<file path="config.mk">
export PLATFORM = sky130hd
export DESIGN_NAME = cache_line_controller_flat
export DESIGN_NICKNAME = d
export VERILOG_FILES = /design/src/rtl/cache_line_controller_pkg.sv /design/src/rtl/cache_line_controller_if.sv /design/src/rtl/cache_line_controller_counter.sv /design/src/rtl/cache_line_controller.sv /design/src/flat_wrapper.sv
export SDC_FILE = /design/constraint.sdc
export NUM_CORES = 1
export LEC_CHECK = 0
export ABC_AREA = 0
export CORE_MARGIN = 2
export CORE_UTILIZATION = 50
export DETAILED_ROUTE_END_ITERATION = 10
export DONT_BUFFER_PORTS = 1
export GPL_ROUTABILITY_DRIVEN = 0
export PLACE_DENSITY_LB_ADDON = 0.2
export SLEW_MARGIN = 20
export SYNTH_ARGS = -nofsm -noshare
export SYNTH_HDL_FRONTEND = slang
export SYNTH_SLANG_ARGS = --single-unit
</file>
<file path="constraint.sdc">
create_clock -name clock -period 2.19 [get_ports clock]
set_input_delay 0.219 -clock clock [delete_from_list [all_inputs] [get_ports clock]]
set_output_delay 0.219 -clock clock [all_outputs]
set_load 0.02 [all_outputs]
</file>
<file path="src/rtl/cache_line_controller_pkg.sv">
// Shared types and address helpers for the direct-mapped write-back cache controller.
// Latency: n/a (types and pure functions only).
// Backpressure: n/a.
package cache_pkg;

  // Per-line state as held by the tag unit.
  typedef enum logic [1:0] {
    INVALID  = 2'd0,
    VALID    = 2'd1,
    MODIFIED = 2'd2
  } line_state_t;

  // Controller sequencing states.
  typedef enum logic [2:0] {
    IDLE      = 3'd0,
    COMPARE   = 3'd1,
    WRITEBACK = 3'd2,
    FILL      = 3'd3,
    COMPLETE  = 3'd4
  } controller_state_t;

  // Extract a width-bit field starting at bit lsb of an address (addresses up to 32 bits).
  function automatic logic [31:0] addr_field(input logic [31:0] addr, input int lsb, input int width);
    logic [31:0] mask;
    mask = (width >= 32) ? 32'hFFFF_FFFF : ((32'd1 << width) - 32'd1);
    return (addr >> lsb) & mask;
  endfunction

  // Word offset within the line: lowest field of {tag, index, offset}.
  function automatic logic [31:0] offset_of(input logic [31:0] addr, input int offset_w);
    return addr_field(addr, 0, offset_w);
  endfunction

  // Line index: sits directly above the offset.
  function automatic logic [31:0] index_of(input logic [31:0] addr, input int offset_w, input int index_w);
    return addr_field(addr, offset_w, index_w);
  endfunction

  // Tag: everything above offset and index.
  function automatic logic [31:0] tag_of(input logic [31:0] addr, input int offset_w, input int index_w,
                                         input int tag_w);
    return addr_field(addr, offset_w + index_w, tag_w);
  endfunction

endpackage

</file>
<file path="src/rtl/cache_line_controller_if.sv">
// Word-wide memory bus between the cache controller (master) and backing memory (slave).
// Latency: one mem_ack per word, arbitrary delay; no timeout.
// Backpressure: master holds address, data and strobe stable until mem_ack.
interface cache_line_controller_if #(
  parameter int ADDRESS_WIDTH = 14,
  parameter int DATA_WIDTH    = 32
);
  logic [ADDRESS_WIDTH-1:0] mem_address;
  logic                     mem_read;
  logic                     mem_write;
  logic [DATA_WIDTH-1:0]    mem_write_data;
  logic [DATA_WIDTH-1:0]    mem_read_data;
  logic                     mem_ack;

  modport master (
    output mem_address, mem_read, mem_write, mem_write_data,
    input  mem_read_data, mem_ack
  );

  modport slave (
    input  mem_address, mem_read, mem_write, mem_write_data,
    output mem_read_data, mem_ack
  );
endinterface

</file>
<file path="src/rtl/cache_line_controller_counter.sv">
// Word counter shared by write-back and fill bursts; wraps after the last word of a line.
// Latency: count updates on the clock edge following clear/increment.
// Backpressure: advances only on incr_i (a memory acknowledge), otherwise holds.
module line_transfer_counter #(
  parameter int OFFSET_WIDTH = 2
) (
  input  logic                    clock,
  input  logic                    reset,
  input  logic                    clear_i,
  input  logic                    incr_i,
  output logic [OFFSET_WIDTH-1:0] count_o,
  output logic                    last_word_o
);

  logic [OFFSET_WIDTH-1:0] count_q;
  logic [OFFSET_WIDTH-1:0] count_d;

  // Next count: clear wins, then increment (natural wrap to 0 after the last word).
  always_comb begin
    count_d = count_q;
    if (reset || clear_i) begin
      count_d = '0;
    end else if (incr_i) begin
      count_d = count_q + 1'b1;
    end
  end

  // Count register.
  always_ff @(posedge clock) begin
    count_q <= count_d;
  end

  assign count_o     = count_q;
  assign last_word_o = &count_q;

endmodule

</file>
<file path="src/rtl/cache_line_controller.sv">
// Direct-mapped write-back cache controller: sequences CPU requests, dirty write-back and line fill.
// Latency: hit completes 2 cycles after acceptance; miss adds write-back words, 4 fill words and a re-compare.
// Backpressure: every bus word waits on mem_ack with stable outputs; CPU requests are ignored outside IDLE.
module cache_line_controller
  import cache_pkg::*;
#(
  parameter int TAG_WIDTH    = 8,
  parameter int INDEX_WIDTH  = 4,
  parameter int OFFSET_WIDTH = 2,
  parameter int DATA_WIDTH   = 32
) (
  input  logic                                      clock,
  input  logic                                      reset,
  input  logic [TAG_WIDTH+INDEX_WIDTH+OFFSET_WIDTH-1:0] cpu_address,
  input  logic                                      cpu_read,
  input  logic                                      cpu_write,
  input  logic [DATA_WIDTH-1:0]                     cpu_write_data,
  output logic [DATA_WIDTH-1:0]                     cpu_read_data,
  output logic                                      cpu_complete,
  output logic [INDEX_WIDTH-1:0]                    line_index,
  output logic [TAG_WIDTH-1:0]                      tag_in,
  input  logic [TAG_WIDTH-1:0]                      tag_out,
  input  logic [1:0]                                state_out,
  input  logic                                      tag_hit,
  output logic                                      write_tag,
  output logic [1:0]                                state_in,
  output logic                                      write_state,
  output logic [OFFSET_WIDTH-1:0]                   data_offset,
  output logic                                      data_write,
  output logic [DATA_WIDTH-1:0]                     data_write_value,
  input  logic [DATA_WIDTH-1:0]                     data_read_value,
  cache_line_controller_if.master                   mem_bus
);

  localparam int ADDRESS_WIDTH = TAG_WIDTH + INDEX_WIDTH + OFFSET_WIDTH;

  controller_state_t        state_q, state_d;
  logic [ADDRESS_WIDTH-1:0] req_address_q, req_address_d;
  logic [DATA_WIDTH-1:0]    req_data_q, req_data_d;
  logic                     req_write_q, req_write_d;
  logic [DATA_WIDTH-1:0]    read_data_q, read_data_d;

  logic [TAG_WIDTH-1:0]     req_tag;
  logic [INDEX_WIDTH-1:0]   req_index;
  logic [OFFSET_WIDTH-1:0]  req_offset;

  logic [OFFSET_WIDTH-1:0]  word_count;
  logic                     last_word;
  logic                     count_clear;
  logic                     count_incr;

  logic [ADDRESS_WIDTH-1:0] bus_address;
  logic                     bus_read;
  logic                     bus_write;
  logic [DATA_WIDTH-1:0]    bus_wdata;

  assign req_tag    = TAG_WIDTH'(tag_of(32'(req_address_q), OFFSET_WIDTH, INDEX_WIDTH, TAG_WIDTH));
  assign req_index  = INDEX_WIDTH'(index_of(32'(req_address_q), OFFSET_WIDTH, INDEX_WIDTH));
  assign req_offset = OFFSET_WIDTH'(offset_of(32'(req_address_q), OFFSET_WIDTH));

  // Counter is zeroed whenever a compare happens so every burst starts at word 0.
  assign count_clear = (state_q == COMPARE);
  assign count_incr  = mem_bus.mem_ack && ((state_q == WRITEBACK) || (state_q == FILL));

  line_transfer_counter #(
    .OFFSET_WIDTH (OFFSET_WIDTH)
  ) u_counter (
    .clock       (clock),
    .reset       (reset),
    .clear_i     (count_clear),
    .incr_i      (count_incr),
    .count_o     (word_count),
    .last_word_o (last_word)
  );

  // Tag unit always sees the latched request's index and tag.
  assign line_index    = req_index;
  assign tag_in        = req_tag;
  assign cpu_read_data = read_data_q;

  assign mem_bus.mem_address    = bus_address;
  assign mem_bus.mem_read       = bus_read;
  assign mem_bus.mem_write      = bus_write;
  assign mem_bus.mem_write_data = bus_wdata;

  // Next-state, request latching and per-state strobes; reset overrides everything last.
  always_comb begin
    state_d          = state_q;
    req_address_d    = req_address_q;
    req_data_d       = req_data_q;
    req_write_d      = req_write_q;
    read_data_d      = read_data_q;
    cpu_complete     = 1'b0;
    write_tag        = 1'b0;
    write_state      = 1'b0;
    state_in         = INVALID;
    data_offset      = req_offset;
    data_write       = 1'b0;
    data_write_value = req_data_q;
    bus_address      = {req_tag, req_index, word_count};
    bus_read         = 1'b0;
    bus_write        = 1'b0;
    bus_wdata        = data_read_value;

    case (state_q)
      IDLE: begin
        if (cpu_read || cpu_write) begin
          req_address_d = cpu_address;
          req_data_d    = cpu_write_data;
          req_write_d   = cpu_write;   // a simultaneous read+write is treated as a write
          state_d       = COMPARE;
        end
      end

      COMPARE: begin
        if (tag_hit) begin
          if (req_write_q) begin
            data_write  = 1'b1;
            write_state = 1'b1;
            state_in    = MODIFIED;
          end else begin
            read_data_d = data_read_value;
          end
          state_d = COMPLETE;
        end else if (line_state_t'(state_out) == MODIFIED) begin
          state_d = WRITEBACK;
        end else begin
          state_d = FILL;
        end
      end

      WRITEBACK: begin
        // Victim address is rebuilt from the tag currently stored at this index.
        bus_write   = 1'b1;
        bus_address = {tag_out, req_index, word_count};
        data_offset = word_count;
        bus_wdata   = data_read_value;
        if (mem_bus.mem_ack && last_word) begin
          state_d = FILL;
        end
      end

      FILL: begin
        bus_read    = 1'b1;
        data_offset = word_count;
        if (mem_bus.mem_ack) begin
          data_write       = 1'b1;
          data_write_value = mem_bus.mem_read_data;
          if (last_word) begin
            // Tag and state are committed only once the whole line is present.
            write_tag   = 1'b1;
            write_state = 1'b1;
            state_in    = VALID;
            state_d     = COMPARE;
          end
        end
      end

      COMPLETE: begin
        cpu_complete = 1'b1;
        state_d      = IDLE;
      end

      default: begin
        state_d = IDLE;
      end
    endcase

    if (reset) begin
      state_d       = IDLE;
      req_address_d = '0;
      req_data_d    = '0;
      req_write_d   = 1'b0;
      read_data_d   = '0;
      cpu_complete  = 1'b0;
      write_tag     = 1'b0;
      write_state   = 1'b0;
      data_write    = 1'b0;
      bus_read      = 1'b0;
      bus_write     = 1'b0;
    end
  end

  // Controller state and latched request registers.
  always_ff @(posedge clock) begin
    state_q       <= state_d;
    req_address_q <= req_address_d;
    req_data_q    <= req_data_d;
    req_write_q   <= req_write_d;
    read_data_q   <= read_data_d;
  end

endmodule

</file>
<file path="src/flat_wrapper.sv">
// flat-port wrapper written by rule: the top's interface ports become plain ports
module cache_line_controller_flat import cache_pkg::*;
#(
  parameter int TAG_WIDTH    = 8,
  parameter int INDEX_WIDTH  = 4,
  parameter int OFFSET_WIDTH = 2,
  parameter int DATA_WIDTH   = 32
)
  (clock, reset, cpu_address, cpu_read, cpu_write, cpu_write_data, cpu_read_data, cpu_complete, line_index, tag_in, tag_out, state_out, tag_hit, write_tag, state_in, write_state, data_offset, data_write, data_write_value, data_read_value, mem_bus_mem_address, mem_bus_mem_read, mem_bus_mem_write, mem_bus_mem_write_data, mem_bus_mem_read_data, mem_bus_mem_ack);
  cache_line_controller_if #(.ADDRESS_WIDTH(14), .DATA_WIDTH(DATA_WIDTH)) mem_bus_i ();
  input  logic clock;
  input  logic reset;
  input  logic [TAG_WIDTH+INDEX_WIDTH+OFFSET_WIDTH-1:0] cpu_address;
  input  logic cpu_read;
  input  logic cpu_write;
  input  logic [DATA_WIDTH-1:0] cpu_write_data;
  output logic [DATA_WIDTH-1:0] cpu_read_data;
  output logic cpu_complete;
  output logic [INDEX_WIDTH-1:0] line_index;
  output logic [TAG_WIDTH-1:0] tag_in;
  input  logic [TAG_WIDTH-1:0] tag_out;
  input  logic [1:0] state_out;
  input  logic tag_hit;
  output logic write_tag;
  output logic [1:0] state_in;
  output logic write_state;
  output logic [OFFSET_WIDTH-1:0] data_offset;
  output logic data_write;
  output logic [DATA_WIDTH-1:0] data_write_value;
  input  logic [DATA_WIDTH-1:0] data_read_value;
  output wire logic [$bits(mem_bus_i.mem_address)-1:0] mem_bus_mem_address;
  output wire logic [$bits(mem_bus_i.mem_read)-1:0] mem_bus_mem_read;
  output wire logic [$bits(mem_bus_i.mem_write)-1:0] mem_bus_mem_write;
  output wire logic [$bits(mem_bus_i.mem_write_data)-1:0] mem_bus_mem_write_data;
  input wire logic [$bits(mem_bus_i.mem_read_data)-1:0] mem_bus_mem_read_data;
  input wire logic [$bits(mem_bus_i.mem_ack)-1:0] mem_bus_mem_ack;
  assign mem_bus_mem_address = mem_bus_i.mem_address;
  assign mem_bus_mem_read = mem_bus_i.mem_read;
  assign mem_bus_mem_write = mem_bus_i.mem_write;
  assign mem_bus_mem_write_data = mem_bus_i.mem_write_data;
  assign mem_bus_i.mem_read_data = mem_bus_mem_read_data;
  assign mem_bus_i.mem_ack = mem_bus_mem_ack;
  cache_line_controller #(.TAG_WIDTH(TAG_WIDTH), .INDEX_WIDTH(INDEX_WIDTH), .OFFSET_WIDTH(OFFSET_WIDTH), .DATA_WIDTH(DATA_WIDTH)) u_core (.clock(clock), .reset(reset), .cpu_address(cpu_address), .cpu_read(cpu_read), .cpu_write(cpu_write), .cpu_write_data(cpu_write_data), .cpu_read_data(cpu_read_data), .cpu_complete(cpu_complete), .line_index(line_index), .tag_in(tag_in), .tag_out(tag_out), .state_out(state_out), .tag_hit(tag_hit), .write_tag(write_tag), .state_in(state_in), .write_state(write_state), .data_offset(data_offset), .data_write(data_write), .data_write_value(data_write_value), .data_read_value(data_read_value), .mem_bus(mem_bus_i));
endmodule
</file>
==> Word-level counts from Yosys, hierarchy flattened <==
Cells that the tools add are included.
{ "word_totals": {"ff_bits": 84, "latch_bits": 0, "ram_bits": 0, "rom_bits": 0, "in_bits": 126, "output_inout_bits": 132, "elab_cells": 61, "n_memories": 0} }
{ "classes": {"add_sub_neg": 1, "mul": 0, "div": 0, "order_cmp": 0, "eq_ne": 9, "shift": 0, "muxes": 33, "bitwise": 1, "reduce_logical": 11} }
{ "ops": {"columns": ["operator", "count"], "rows": [
  ["32-bit 2-to-1 mux", 2],
  ["1-bit 2-to-1 mux", 17],
  ["3-bit 2-to-1 mux", 5],
  ["14-bit 2-to-1 mux", 1],
  ["3-bit case mux with 4 select lines", 1],
  ["2-bit 2-to-1 mux", 4],
  ["3-bit by 2-bit == test with 1-bit output, second input constant", 2],
  ["2-bit by 1-bit != test with 1-bit output, second input constant", 2],
  ["2-bit != test, second input constant", 2],
  ["1-bit case mux with 2 select lines", 2],
  ["2-bit case mux with 2 select lines", 1],
  ["2-bit AND reduction", 2],
  ["4-bit AND reduction", 1],
  ["3-bit by 1-bit == test with 1-bit output, second input constant", 1],
  ["3-bit == test, second input constant", 1],
  ["3-bit logical NOT", 1],
  ["1-bit logical OR", 3],
  ["3-bit AND reduction", 1],
  ["2-bit by 1-bit adder with 2-bit output, second input constant", 1],
  ["2-bit == test, second input constant", 1],
  ["1-bit logical AND", 2],
  ["2-bit OR reduction", 1],
  ["1-bit inverter", 1]
]} }

==> Logic depth before layout (Yosys ltp) <==
{ "depth": {"depth_word": 5, "depth_mapped": 6, "depth_no_buf": 4} }

==> Cells and area by module <==
Synthesis repeated with hierarchy kept, for this count alone.
{ "unflattened": {"cells_unflattened": 500, "hier_area_um2": 4234.1} }
{ "by_module_without_submodules": {"columns": ["mod", "instances", "cells_per_inst", "area_each_um2", "seq_area_each_um2"], "rows": [
  ["cache_line_controller", 1, 493, 4142.7, 1641.6],
  ["line_transfer_counter", 1, 7, 91.3, 40.0]
]} }

==> Worst setup path after synthesis <==
No wires, ideal clock.
{ "synth_path": {"kind": "register to output", "start": "register u_core.state_q[1]", "end": "output port mem_bus_mem_address[10]", "t_arrival_ps": 1371, "required_ps": 1971, "setup_slack_ps": 600, "path_stages_with_launch": 7, "n_path_buf": 3, "cell_sequence": "dfxtp_1 > buf_6 > nor2b_2 > buf_6 > nor2b_1 > buf_6 > mux2_2"} }
{ "synth_via": {"elab_chain_cells": 2} }
{ "synth_rtl": {"columns": ["element", "line", "rtl"], "rows": [
  ["from (decl)", "cache_line_controller.sv:37", "controller_state_t state_q, state_d;"],
  ["from (signal assigned)", "cache_line_controller.sv:186", "state_q <= state_d;"],
  ["3-bit by 2-bit == test with 1-bit output", "cache_line_controller.sv:105", "case (state_q)"],
  ["14-bit 2-to-1 mux", "cache_line_controller.sv:105", null],
  ["to (decl)", "flat_wrapper.sv:31", "output wire logic [$bits(mem_bus_i.mem_address)-1:0] mem_bus_mem_address;"]
]} }
Every way passes these cells.

==> Worst setup path in the final report <==
{ "layout_path": {"start": "register u_core.state_q[2]", "end": "output port data_write_value[31]"} }
{ "layout_via": {"elab_chain_cells": 2} }
{ "layout_rtl": {"columns": ["element", "line", "rtl"], "rows": [
  ["3-bit by 2-bit == test with 1-bit output", "cache_line_controller.sv:105", null],
  ["32-bit 2-to-1 mux", "cache_line_controller.sv:105", null],
  ["to (decl)", "flat_wrapper.sv:29", "output logic [DATA_WIDTH-1:0] data_write_value;"]
]} }
Every way passes these cells.

==> flow_metrics.env <==
export IMPL_status="completed"
export IMPL_antenna_found_initial=0
export IMPL_crit_arrival_ns=1.85
export IMPL_finalCriticalPeriod_ns=2.07
export IMPL_synth_area_per_cell_sq_um=10.2
export IMPL_final_common_cell="nand2b_1"
export IMPL_post_synth_instance_area_sq_mm=0.00493
export IMPL_fill_cells=863
export IMPL_critical_path_cell_chain="nor2b_4 -> nand3_4 -> buf_6 -> mux2_2"
export IMPL_crit_fanout=33
export IMPL_grt_pass1_wl_um=14100
export IMPL_reg2reg_depth=4
export IMPL_multi_input_area_sq_mm=0.00262
export IMPL_max_vdd_ir_drop_v=0.000365
export IMPL_cts_buffers=9
export IMPL_first_pass_iters=4
export IMPL_insertion_delay_ns=0.35
export IMPL_ys_types=34
export IMPL_tightest_slew_ns=0.484
export IMPL_setup_slack_ns=0.119
export IMPL_yosysSeqAreaShare_pct=34.1
export IMPL_path_depth=4
export IMPL_final_cells=595
export IMPL_pre_cts_slack_ns=0.287
export IMPL_synth_edf_count=0
export IMPL_wirelength_um=9770
export IMPL_syn_num_nets=613
export IMPL_drtAntennaViolNets=0
export IMPL_drc=0
export IMPL_wire_per_inst_um=16.4
export IMPL_die_area_sq_mm=0.0107
export IMPL_n_antenna_cell=0
export IMPL_total_leakage_power_nw=2.11
export IMPL_io_buffers=0
export IMPL_core_sq_mm=0.00968
export IMPL_clk_path_buf_depth=2
export IMPL_synth_ff_type="dfxtp_1"
export IMPL_start_util_pct=51.0
export IMPL_setup_viol=0
export IMPL_fmax_mhz=483
export IMPL_cp_data_required_time_ns=1.97
export IMPL_hpwl_um=6750
export IMPL_clock_sinks=84
export IMPL_fp_dieW_um=103
export IMPL_first_global_vias=2943
export IMPL_maxSlewHeadroom_pct=67.7
export IMPL_synthCells=486
export IMPL_register_area_sq_mm=0.00169
export IMPL_post_route_cells_drive_above_1_share_pct=17.5
export IMPL_drv_slew=0
export IMPL_min_delay_path_depth=2
export IMPL_postCtsSetupBuffers=0
export IMPL_final_cell_area_sq_mm=0.00513
export IMPL_ys_warn_count=0
export IMPL_fin_tns_setup_ns=0
export IMPL_pin_count=258
export IMPL_vias=3055
export IMPL_maxCapViolCount=0
export IMPL_nets=584
export IMPL_async_flop_share_pct=0
export IMPL_dpl_cell_area_sq_mm=0.00462
export IMPL_htreeDepth=3
export IMPL_cp_slowest_stage_delay_ns=0.50
export IMPL_end_kind="output port"
export IMPL_pwr_density_cell_mw_per_mm2=770
export IMPL_cp_slowest_cell="dfxtp_1"
export IMPL_drt_initial_drc_count=93
export IMPL_gr_total_overflow=0
export IMPL_layout_common_cells="nand2b_1, dfxtp_1, mux2i_1, mux2_4, dlygate4sd3_1"
export IMPL_dp_cells=552
export IMPL_syn2layout_area_growth_pct=4.06
export IMPL_rows=36
export IMPL_clkTransAtPathRegs_ns=0.09
export IMPL_die_height_um=103
export IMPL_total_power_mw=3.96
export IMPL_track_usage_pct=17.3
export IMPL_finalHoldViolations=0
export IMPL_cp_start_kind="flip-flop"
export IMPL_fin_crit_sh_pct=94.6
export IMPL_path_buf_inv=1
export IMPL_worstHoldPathType="in2reg"
export IMPL_drt_vias_per_instance=5.13
export IMPL_cts_root_buffer="clkbuf_8"
export IMPL_path_class="reg2out"
export IMPL_grt_max_degree=163
export IMPL_synth_seq_cells=84
export IMPL_crit_family="flip-flops"
export IMPL_cts_tree="yes"
export IMPL_fin_skew_ns=0.00711
export IMPL_rsz0062_at_grt="false"
power by group:
group / internal [mW] / total [mW] / switching [mW]
Clock: 0.709 / 1.27 / 0.562
Sequential: 1.67 / 1.86 / 0.193
Combinational: 0.425 / 0.820 / 0.395
Total: 2.80 / 3.96 / 1.15
routing by layer:
metal	wire length (um)	GRT usage [%]
met1	4080	19.3
met2	4810	30.2
met3	734	5.11
met4	148	8.20
met5	0	0
path summary, 6_finish.rpt:
path         slack, ns                      end                  start
max               0.12     data_write_value[31]      u_core.state_q[2]
min               0.02  u_core.req_address_q[2]         cpu_address[2]
max reg2reg       0.33    u_core.req_data_q[27]      u_core.state_q[0]
min reg2reg       0.47    u_core.req_data_q[31]  u_core.req_data_q[31]
Yosys cell counts, types with 2 or more instances:
| cell type | n | area share (%) |
|---|---|---|
| inv_1 | 3 | 0.23 |
| nor3_1 | 2 | 0.20 |
| a21oi_1 | 5 | 0.51 |
| mux2i_1 | 78 | 16 |
| buf_6 | 10 | 2.3 |
| clkbuf_1 | 20 | 1.5 |
| dfxtp_1 | 84 | 34 |
| nor2_1 | 5 | 0.38 |
| nor3b_1 | 2 | 0.30 |
| buf_12 | 4 | 1.6 |
| nand2_1 | 3 | 0.23 |
| nand4_1 | 2 | 0.25 |
| and3b_1 | 2 | 0.36 |
| mux2_4 | 29 | 8.8 |
| nand2b_1 | 156 | 20 |
| nor2b_1 | 3 | 0.38 |
| mux2_2 | 13 | 3.0 |
| buf_4 | 48 | 7.3 |
| nand3b_1 | 2 | 0.30 |
cell families after synthesis:
| logic type | after synthesis | synth area share [%] |
|---|---|---|
| simple gates | 183 | 23.4 |
| compound gates | 12 | 1.65 |
| fa+ha+maj | 1 | 0.254 |
| mux | 120 | 27.6 |
| buf+inv | 86 | 13.1 |
| flops | 84 | 34.1 |
what timing repair did:
item                       CTS  global route
setup endpoints to repair   15             8
cloned                       0             0
gates resized for setup      3             2
hold endpoints to repair    29             0
hold buffers                27             0
layout make-up:
class | count | share of cell area, %
Clock inverter | 5 | 1.61
Multi-Input combinational cell | 316 | 51.0
Tap cell | 133 | 3.24
Timing Repair Buffer | 43 | 8.16
Clock buffer | 11 | 2.95
Sequential cell | 84 | 32.8
Inverter | 3 | 0.219
stage by stage:
step           util (%)  hold slack, ns
5_1_grt            53.0         0.00130
3_3_place_gp       47.7           0.302
2_1_floorplan         -           0.359
6_report           53.0          0.0164
4_1_cts            53.0       0.0000292
3_5_place_dp       47.7           0.302
registers in the layout, summed over array words and instances (netlist names):
register / flops
u_core.req_data_q: 32
u_core.req_write_q: 1
u_core.u_counter.count_o: 2
u_core.cpu_read_data: 32
u_core.state_q: 3
u_core.req_address_q: 14
(Power assumes the default switching activity.)
